$ cat src/rtl/mem_if_pkg.sv
// Shared encodings for the data-memory access unit: request sizes, FSM states,
// byte-enable patterns and the alignment check.
package mem_if_pkg;

  localparam logic [1:0] SZ_BYTE = 2'b00;
  localparam logic [1:0] SZ_HALF = 2'b01;
  localparam logic [1:0] SZ_WORD = 2'b10;

  typedef enum logic [1:0] {
    IDLE = 2'b00,
    WAIT = 2'b01,
    RESP = 2'b10
  } state_e;

  localparam logic [3:0] BE_NONE    = 4'b0000;
  localparam logic [3:0] BE_BYTE0   = 4'b0001;
  localparam logic [3:0] BE_HALF_LO = 4'b0011;
  localparam logic [3:0] BE_HALF_HI = 4'b1100;
  localparam logic [3:0] BE_WORD    = 4'b1111;

  // Reserved size 2'b11 is handled exactly like a word.
  function automatic logic misaligned(input logic [1:0] size, input logic [1:0] lsb);
    logic result;
    case (size)
      SZ_BYTE: result = 1'b0;
      SZ_HALF: result = lsb[0];
      default: result = (lsb != 2'b00);
    endcase
    return result;
  endfunction

endpackage

$ cat src/rtl/dmem_load_ext.sv
// Load lane extraction: picks the addressed byte/halfword out of a RAM word and
// sign- or zero-extends it; words pass straight through.
module dmem_load_ext
  import mem_if_pkg::*;
(
  input  logic [31:0] word,
  input  logic [1:0]  lane,
  input  logic [1:0]  size,
  input  logic        is_unsigned,
  output logic [31:0] data
);

  logic [7:0]  byte_lanes [4];
  logic [7:0]  byte_sel;
  logic [15:0] half_sel;

  genvar gi;
  generate
    for (gi = 0; gi < 4; gi++) begin : g_lane
      assign byte_lanes[gi] = word[8*gi +: 8];
    end
  endgenerate

  assign byte_sel = byte_lanes[lane];
  assign half_sel = lane[1] ? word[31:16] : word[15:0];

  always_comb begin
    data = word;
    case (size)
      SZ_BYTE: data = {{24{byte_sel[7] & ~is_unsigned}}, byte_sel};
      SZ_HALF: data = {{16{half_sel[15] & ~is_unsigned}}, half_sel};
      default: data = word;
    endcase
  end

endmodule

$ cat src/rtl/data_mem_if.sv
// MEM-stage data-memory access unit: aligned RAM accesses with byte enables,
// load extraction, misalignment flagging and a read-latency stall FSM.
// Optional stall-cycle counter is built when DMEM_PERF_CNT_EN is defined.
module data_mem_if
  import mem_if_pkg::*;
#(
  parameter int unsigned RD_LATENCY = 1
) (
  input  logic        clka,
  input  logic        rst,
  input  logic        req_valid,
  input  logic        req_we,
  input  logic [1:0]  req_size,
  input  logic        req_unsigned,
  input  logic [31:0] req_addr,
  input  logic [31:0] req_wdata,
  output logic        stall,
  output logic        rdata_valid,
  output logic [31:0] rdata,
  output logic        addr_err,
  output logic [31:0] bad_vaddr,
  output logic        ram_en,
  output logic [3:0]  ram_we,
  output logic [31:0] ram_addr,
  output logic [31:0] ram_wdata,
  input  logic [31:0] ram_rdata,
  output logic [31:0] perf_stall_cnt
);

  localparam logic [2:0] LAT = 3'(RD_LATENCY);

  state_e      state_reg, state_next;
  logic [2:0]  cnt_reg, cnt_next;
  logic [31:0] rdata_reg, rdata_next;
  logic [31:0] bad_vaddr_reg, bad_vaddr_next;
  logic [31:0] ext_data;
  logic [3:0]  store_be;
  logic [31:0] store_data;

  dmem_load_ext u_load_ext (
    .word        (ram_rdata),
    .lane        (req_addr[1:0]),
    .size        (req_size),
    .is_unsigned (req_unsigned),
    .data        (ext_data)
  );

  always_comb begin
    store_be   = BE_WORD;
    store_data = req_wdata;
    case (req_size)
      SZ_BYTE: begin
        store_be   = BE_BYTE0 << req_addr[1:0];
        store_data = {4{req_wdata[7:0]}};
      end
      SZ_HALF: begin
        store_be   = req_addr[1] ? BE_HALF_HI : BE_HALF_LO;
        store_data = {2{req_wdata[15:0]}};
      end
      default: begin
        store_be   = BE_WORD;
        store_data = req_wdata;
      end
    endcase
  end

  always_ff @(posedge clka or negedge rst) begin
    if (!rst) begin
      state_reg     <= IDLE;
      cnt_reg       <= 3'd0;
      rdata_reg     <= 32'd0;
      bad_vaddr_reg <= 32'd0;
    end else begin
      state_reg     <= state_next;
      cnt_reg       <= cnt_next;
      rdata_reg     <= rdata_next;
      bad_vaddr_reg <= bad_vaddr_next;
    end
  end

  always_comb begin
    state_next     = state_reg;
    cnt_next       = cnt_reg;
    rdata_next     = rdata_reg;
    bad_vaddr_next = bad_vaddr_reg;
    stall          = 1'b0;
    rdata_valid    = 1'b0;
    addr_err       = 1'b0;
    ram_en         = 1'b0;
    ram_we         = BE_NONE;
    ram_addr       = 32'd0;
    ram_wdata      = 32'd0;
    case (state_reg)
      IDLE: begin
        if (req_valid) begin
          if (misaligned(req_size, req_addr[1:0])) begin
            addr_err       = 1'b1;
            bad_vaddr_next = req_addr;
          end else begin
            ram_en   = 1'b1;
            ram_addr = {req_addr[31:2], 2'b00};
            if (req_we) begin
              ram_we    = store_be;
              ram_wdata = store_data;
            end else begin
              stall      = 1'b1;
              cnt_next   = 3'd1;
              state_next = WAIT;
            end
          end
        end
      end
      WAIT: begin
        stall = 1'b1;
        // A dropped request means the core flushed MEM; the RAM word is discarded.
        if (!req_valid) begin
          cnt_next   = 3'd0;
          state_next = IDLE;
        end else if (cnt_reg == LAT) begin
          rdata_next = ext_data;
          state_next = RESP;
        end else begin
          cnt_next = cnt_reg + 3'd1;
        end
      end
      RESP: begin
        rdata_valid = 1'b1;
        state_next  = IDLE;
      end
      default: state_next = IDLE;
    endcase
    // Keep every combinational output quiet while reset is held.
    if (!rst) begin
      stall     = 1'b0;
      addr_err  = 1'b0;
      ram_en    = 1'b0;
      ram_we    = BE_NONE;
      ram_addr  = 32'd0;
      ram_wdata = 32'd0;
    end
  end

  assign rdata     = rdata_reg;
  assign bad_vaddr = bad_vaddr_reg;

`ifdef DMEM_PERF_CNT_EN
  logic [31:0] perf_cnt_reg;

  always_ff @(posedge clka or negedge rst) begin
    if (!rst) begin
      perf_cnt_reg <= 32'd0;
    end else if (stall && (perf_cnt_reg != 32'hFFFF_FFFF)) begin
      perf_cnt_reg <= perf_cnt_reg + 32'd1;
    end
  end

  assign perf_stall_cnt = perf_cnt_reg;
`else
  assign perf_stall_cnt = 32'd0;
`endif

endmodule

$ cat config.mk
export PLATFORM = sky130hd
export DESIGN_NAME = data_mem_if
export DESIGN_NICKNAME = d
export VERILOG_FILES = /design/src/rtl/mem_if_pkg.sv /design/src/rtl/dmem_load_ext.sv /design/src/rtl/data_mem_if.sv
export SDC_FILE = /design/constraint.sdc
export NUM_CORES = 1
export LEC_CHECK = 0
export CAP_MARGIN = 20
export CELL_PAD_IN_SITES_DETAIL_PLACEMENT = 1
export CELL_PAD_IN_SITES_GLOBAL_PLACEMENT = 1
export CORE_MARGIN = 3
export CORE_UTILIZATION = 24
export DETAILED_ROUTE_END_ITERATION = 8
export HOLD_SLACK_MARGIN = 0.1
export MAX_ROUTING_LAYER = met4
export PLACE_DENSITY_LB_ADDON = 0.1
export SLEW_MARGIN = 25
export SYNTH_ARGS = -nofsm -noshare
export SYNTH_HDL_FRONTEND = slang
export SYNTH_HIERARCHICAL = 1
export SYNTH_SLANG_ARGS = --single-unit
$ cat constraint.sdc
create_clock -name clka -period 1.9 [get_ports clka]
set_clock_uncertainty 0.2 [all_clocks]
set_input_delay 0.285 -clock clka [delete_from_list [all_inputs] [get_ports clka]]
set_output_delay 0.285 -clock clka [all_outputs]
set_load 0.02 [all_outputs]
==> results of run 1 <==
[where the power goes]
part           total, mW  internal [mW]  switching, mW
Sequential          2.40           2.04          0.352
Combinational       4.38           2.43           1.95
Clock               1.99           1.29          0.697
[worst max-delay path by stage]
| stage | startpoint | slack, ps | end |
|---|---|---|---|
| 2_1_floorplan | state_reg[0] | -250 | ram_wdata[15] |
| 3_3_place_gp | req_valid | -1150 | ram_wdata[6] |
| 3_5_place_dp | req_valid | -1220 | ram_we[3] |
| 4_1_cts | state_reg[1] | -780 | ram_addr[14] |
| 5_1_grt | state_reg[1] | -830 | ram_addr[24] |
| 6_report | state_reg[1] | -760 | ram_addr[24] |
[through the flow]
stage	util [%]	TNS, ps
2_1_floorplan	-	-13430
3_3_place_gp	42.1	-111880
3_5_place_dp	42.1	-117400
4_1_cts	46.3	-54010
5_1_grt	49.5	-71350
6_report	49.5	-61170
[cell families after synthesis]
group           after synthesis  share of synthesized area (%)
simple gates                123                           14.3
fa+ha+maj                     2                          0.563
buf+inv                      67                           9.63
mux                          91                           22.7
flops                        69                           38.9
other cells                   1                         0.0844
compound gates               83                           13.9
[worst register-to-register path, cell delays in order (launching register included)]
cell and delay [ps]:
dfrtp_1 400, or3b_4 410, buf_4 150, buf_6 120
nor2_4 180, buf_4 150, buf_6 80, buf_4 100
mux2_2 320
[layout make-up]
cell class,count,area [um^2]
clock buffers,9,225
clock inverters,7,120
flip-flops and latches,69,1730
inverters,5,18.8
multi-input cells,333,2970
repair buffers,343,3610
well taps,229,287
fillers,1931,9130
[routing by layer]
metal | wire length (um) | track usage, %
met1 | 8300 | 22.6
met4 | 334 | 4.60
met2 | 10200 | 31.5
met3 | 1430 | 5.28
met5 | 0 | -
[cell usage in the layout (no fill, tap or decap), types with 2 or more instances in the layout]
master,n
a21oi_1,12
a21oi_2,10
a21oi_4,3
a221o_1,8
a22o_1,8
and2_1,2
and2_4,28
and3_4,8
buf_12,11
buf_16,5
buf_2,4
buf_4,71
buf_6,80
buf_8,5
bufinv_16,3
clkbuf_16,13
clkdlybuf4s50_1,155
conb_1,34
dfrtp_1,69
dlygate4sd2_1,5
ha_1,2
inv_1,4
inv_6,2
mux2_2,9
mux2_4,56
mux2i_1,25
nand2_1,34
nand2_2,2
nand2b_1,4
nor2_1,13
nor2_4,18
nor2b_1,4
nor3b_4,2
o21ai_0,16
o21ai_2,10
o221a_2,8
[repair_timing]
item                                   in CTS  in global routing
setup endpoints to repair                 139                147
buffers inserted                           12                 12
pin swaps                                   6                 20
endpoints found under the hold margin      29                  0
resized for setup                         408                142
cloned                                      6                  5
hold buffers                                1                  0
==> summary.md, run 1 <==
| Metric | Value |
|---|---|
| R2R Path Start | `state_reg[1]` |
| Post-DP HPWL | `13.9 mm` |
| Via count | `4618` |
| Largest net degree at the start of global routing | `41` |
| Clk sink count | `69` |
| Total grt overflow | `0` |
| Async set-or-reset flop fraction in the synthesized netlist | `100%` |
| Num CTS Buffers | `9` |
| CP bufs+invs | `4` |
| Initial Util | `24.6%` |
| Tcrit/Tclk final | `140%` |
| Initial drt markers | `173` |
| Max stage delay cell, worst path | `or3b_4` |
| Gate Count Post-Synth | `436` |
| R2R Path End | `bad_vaddr[0]` |
| Avg WL per Cell | `20.4 um` |
| CP arrival | `2170 ps` |
| CP Class | `reg2out` |
| Number of synthesized register bits | `69` |
| Final setup margin | `-757 ps` |
| Io pins | `271` |
| Violated checks | `setup timing` |
| Non-filler cells, final | `995` |
| Power per cell area | `978 nW/um^2` |
| Max_cap viols | `0` |
| First drt pass iteration count | `4` |
| Die W | `142 um` |
| Post-synth top cells | `dfrtp_1 (69), mux2_2 (61), buf_4 (37)` |
| Ratio of cells with drive above 1 in the final layout | `46.7%` |
| # DRC | `0` |
| Worst setup EP type | `output port` |
| Run status | `finished, violations left` |
| Leakage | `3.99 nW` |
| Delay-heaviest family, CP | `buffers and inverters` |
| Synth Flop Type | `dfrtp_1` |
| Global-route wire length before repair | `28.6 mm` |
| Critical path required time | `1410 ps` |
| Placed insts | `945` |
| Final WL | `20.3 mm` |
| Rows | `49` |
| Warnings, synthesis | `6` |
| Global Route Usage Sum | `18.9%` |
| Total power | `8.76 mW` |
| Drt via density | `4.64` |
| Worst Min Path Start | `req_addr[1]` |
| H-tree depth | `3` |
| Max IR drop VDD | `0.509 mV` |
| Final setup vio count | `134` |
| Most common cell in the synthesized netlist | `dfrtp_1` |
| CTS root buffer | `clkbuf_16` |
| Hold Path Stages | `3` |
| Final net count | `866` |
| Endpoints failing hold | `0` |
| Area of the core | `18100 um^2` |
| N_diodes | `0` |
| Largest cells by area after synthesis | `dfrtp_1 (39%), mux2_2 (15%), buf_4 (6.3%), mux2i_1 (5.6%), and2_1 (4.2%)` |
| Hold slack | `290 ps` |
| Vias in the first global route | `5043` |
| Synthesized cell area | `4440 um^2` |
| RSZ-0062 raised after global routing | `yes` |
| Most frequent CP cell | `buf_6` |
| CTS tree | `yes` |
| Sequential area share after synthesis | `38.9%` |
| Clock Pin Slew Worst Setup and Hold Paths | `50 ps` |
| Die Height | `142 um` |
| Reg2reg path depth | `8` |
| GPL Wtd Cong | `0.757` |
| Min Tclk post-route | `2660 ps` |
| DP Area | `7620 um^2` |
| Number of port buffers | `236` |
| Post-synth top area cell | `dfrtp_1` |
| Setup WS pre-CTS | `-1220 ps` |
| Clock Tree Buf Depth | `2` |
| Initial antenna violation count | `0` |
| Critical Path, Cell by Cell | `or3b_4 > a2111oi_4 > buf_6 > buf_12 > clkbuf_16 > and2_1 > buf_6` |
| Final Slew Violations | `0` |
| Cell variety after synth | `48` |
| Setup slack, reg-to-reg | `-320 ps` |
| Max incr delay on CP | `410 ps` |
| Hold EP | `bad_vaddr[1]` |
| Worst hold path type | `in2reg` |
| Worst-Skew Late Latency | `330 ps` |
| CP Depth | `7` |
| Worst setup SP type | `flop` |
| Fmax | `0.376 GHz` |
| Avg Cell Area, Syn | `10.2 um^2` |
| Area delta synth->final | `102%` |
| Die footprint | `20200 um^2` |
| ANT nets after route | `0` |
| Post-synth EDFFs | `0` |
| Top cell type's share of synthesized area | `38.9%` |
| Final Cell Area | `8960 um^2` |
| CP Max Fanout | `8` |
Power figures use the tool's default switching activity.
==> run 2: changes to the inputs <==
--- a/config.mk
+++ b/config.mk
@@ -14,7 +14,7 @@
 export HOLD_SLACK_MARGIN = 0.1
 export MAX_ROUTING_LAYER = met4
 export PLACE_DENSITY_LB_ADDON = 0.1
-export SLEW_MARGIN = 25
+export SLEW_MARGIN = 20
 export SYNTH_ARGS = -nofsm -noshare
 export SYNTH_HDL_FRONTEND = slang
 export SYNTH_HIERARCHICAL = 1
==> results of run 2 <==
Same layout as run 1: the final DEF is identical, and so are final timing and power.
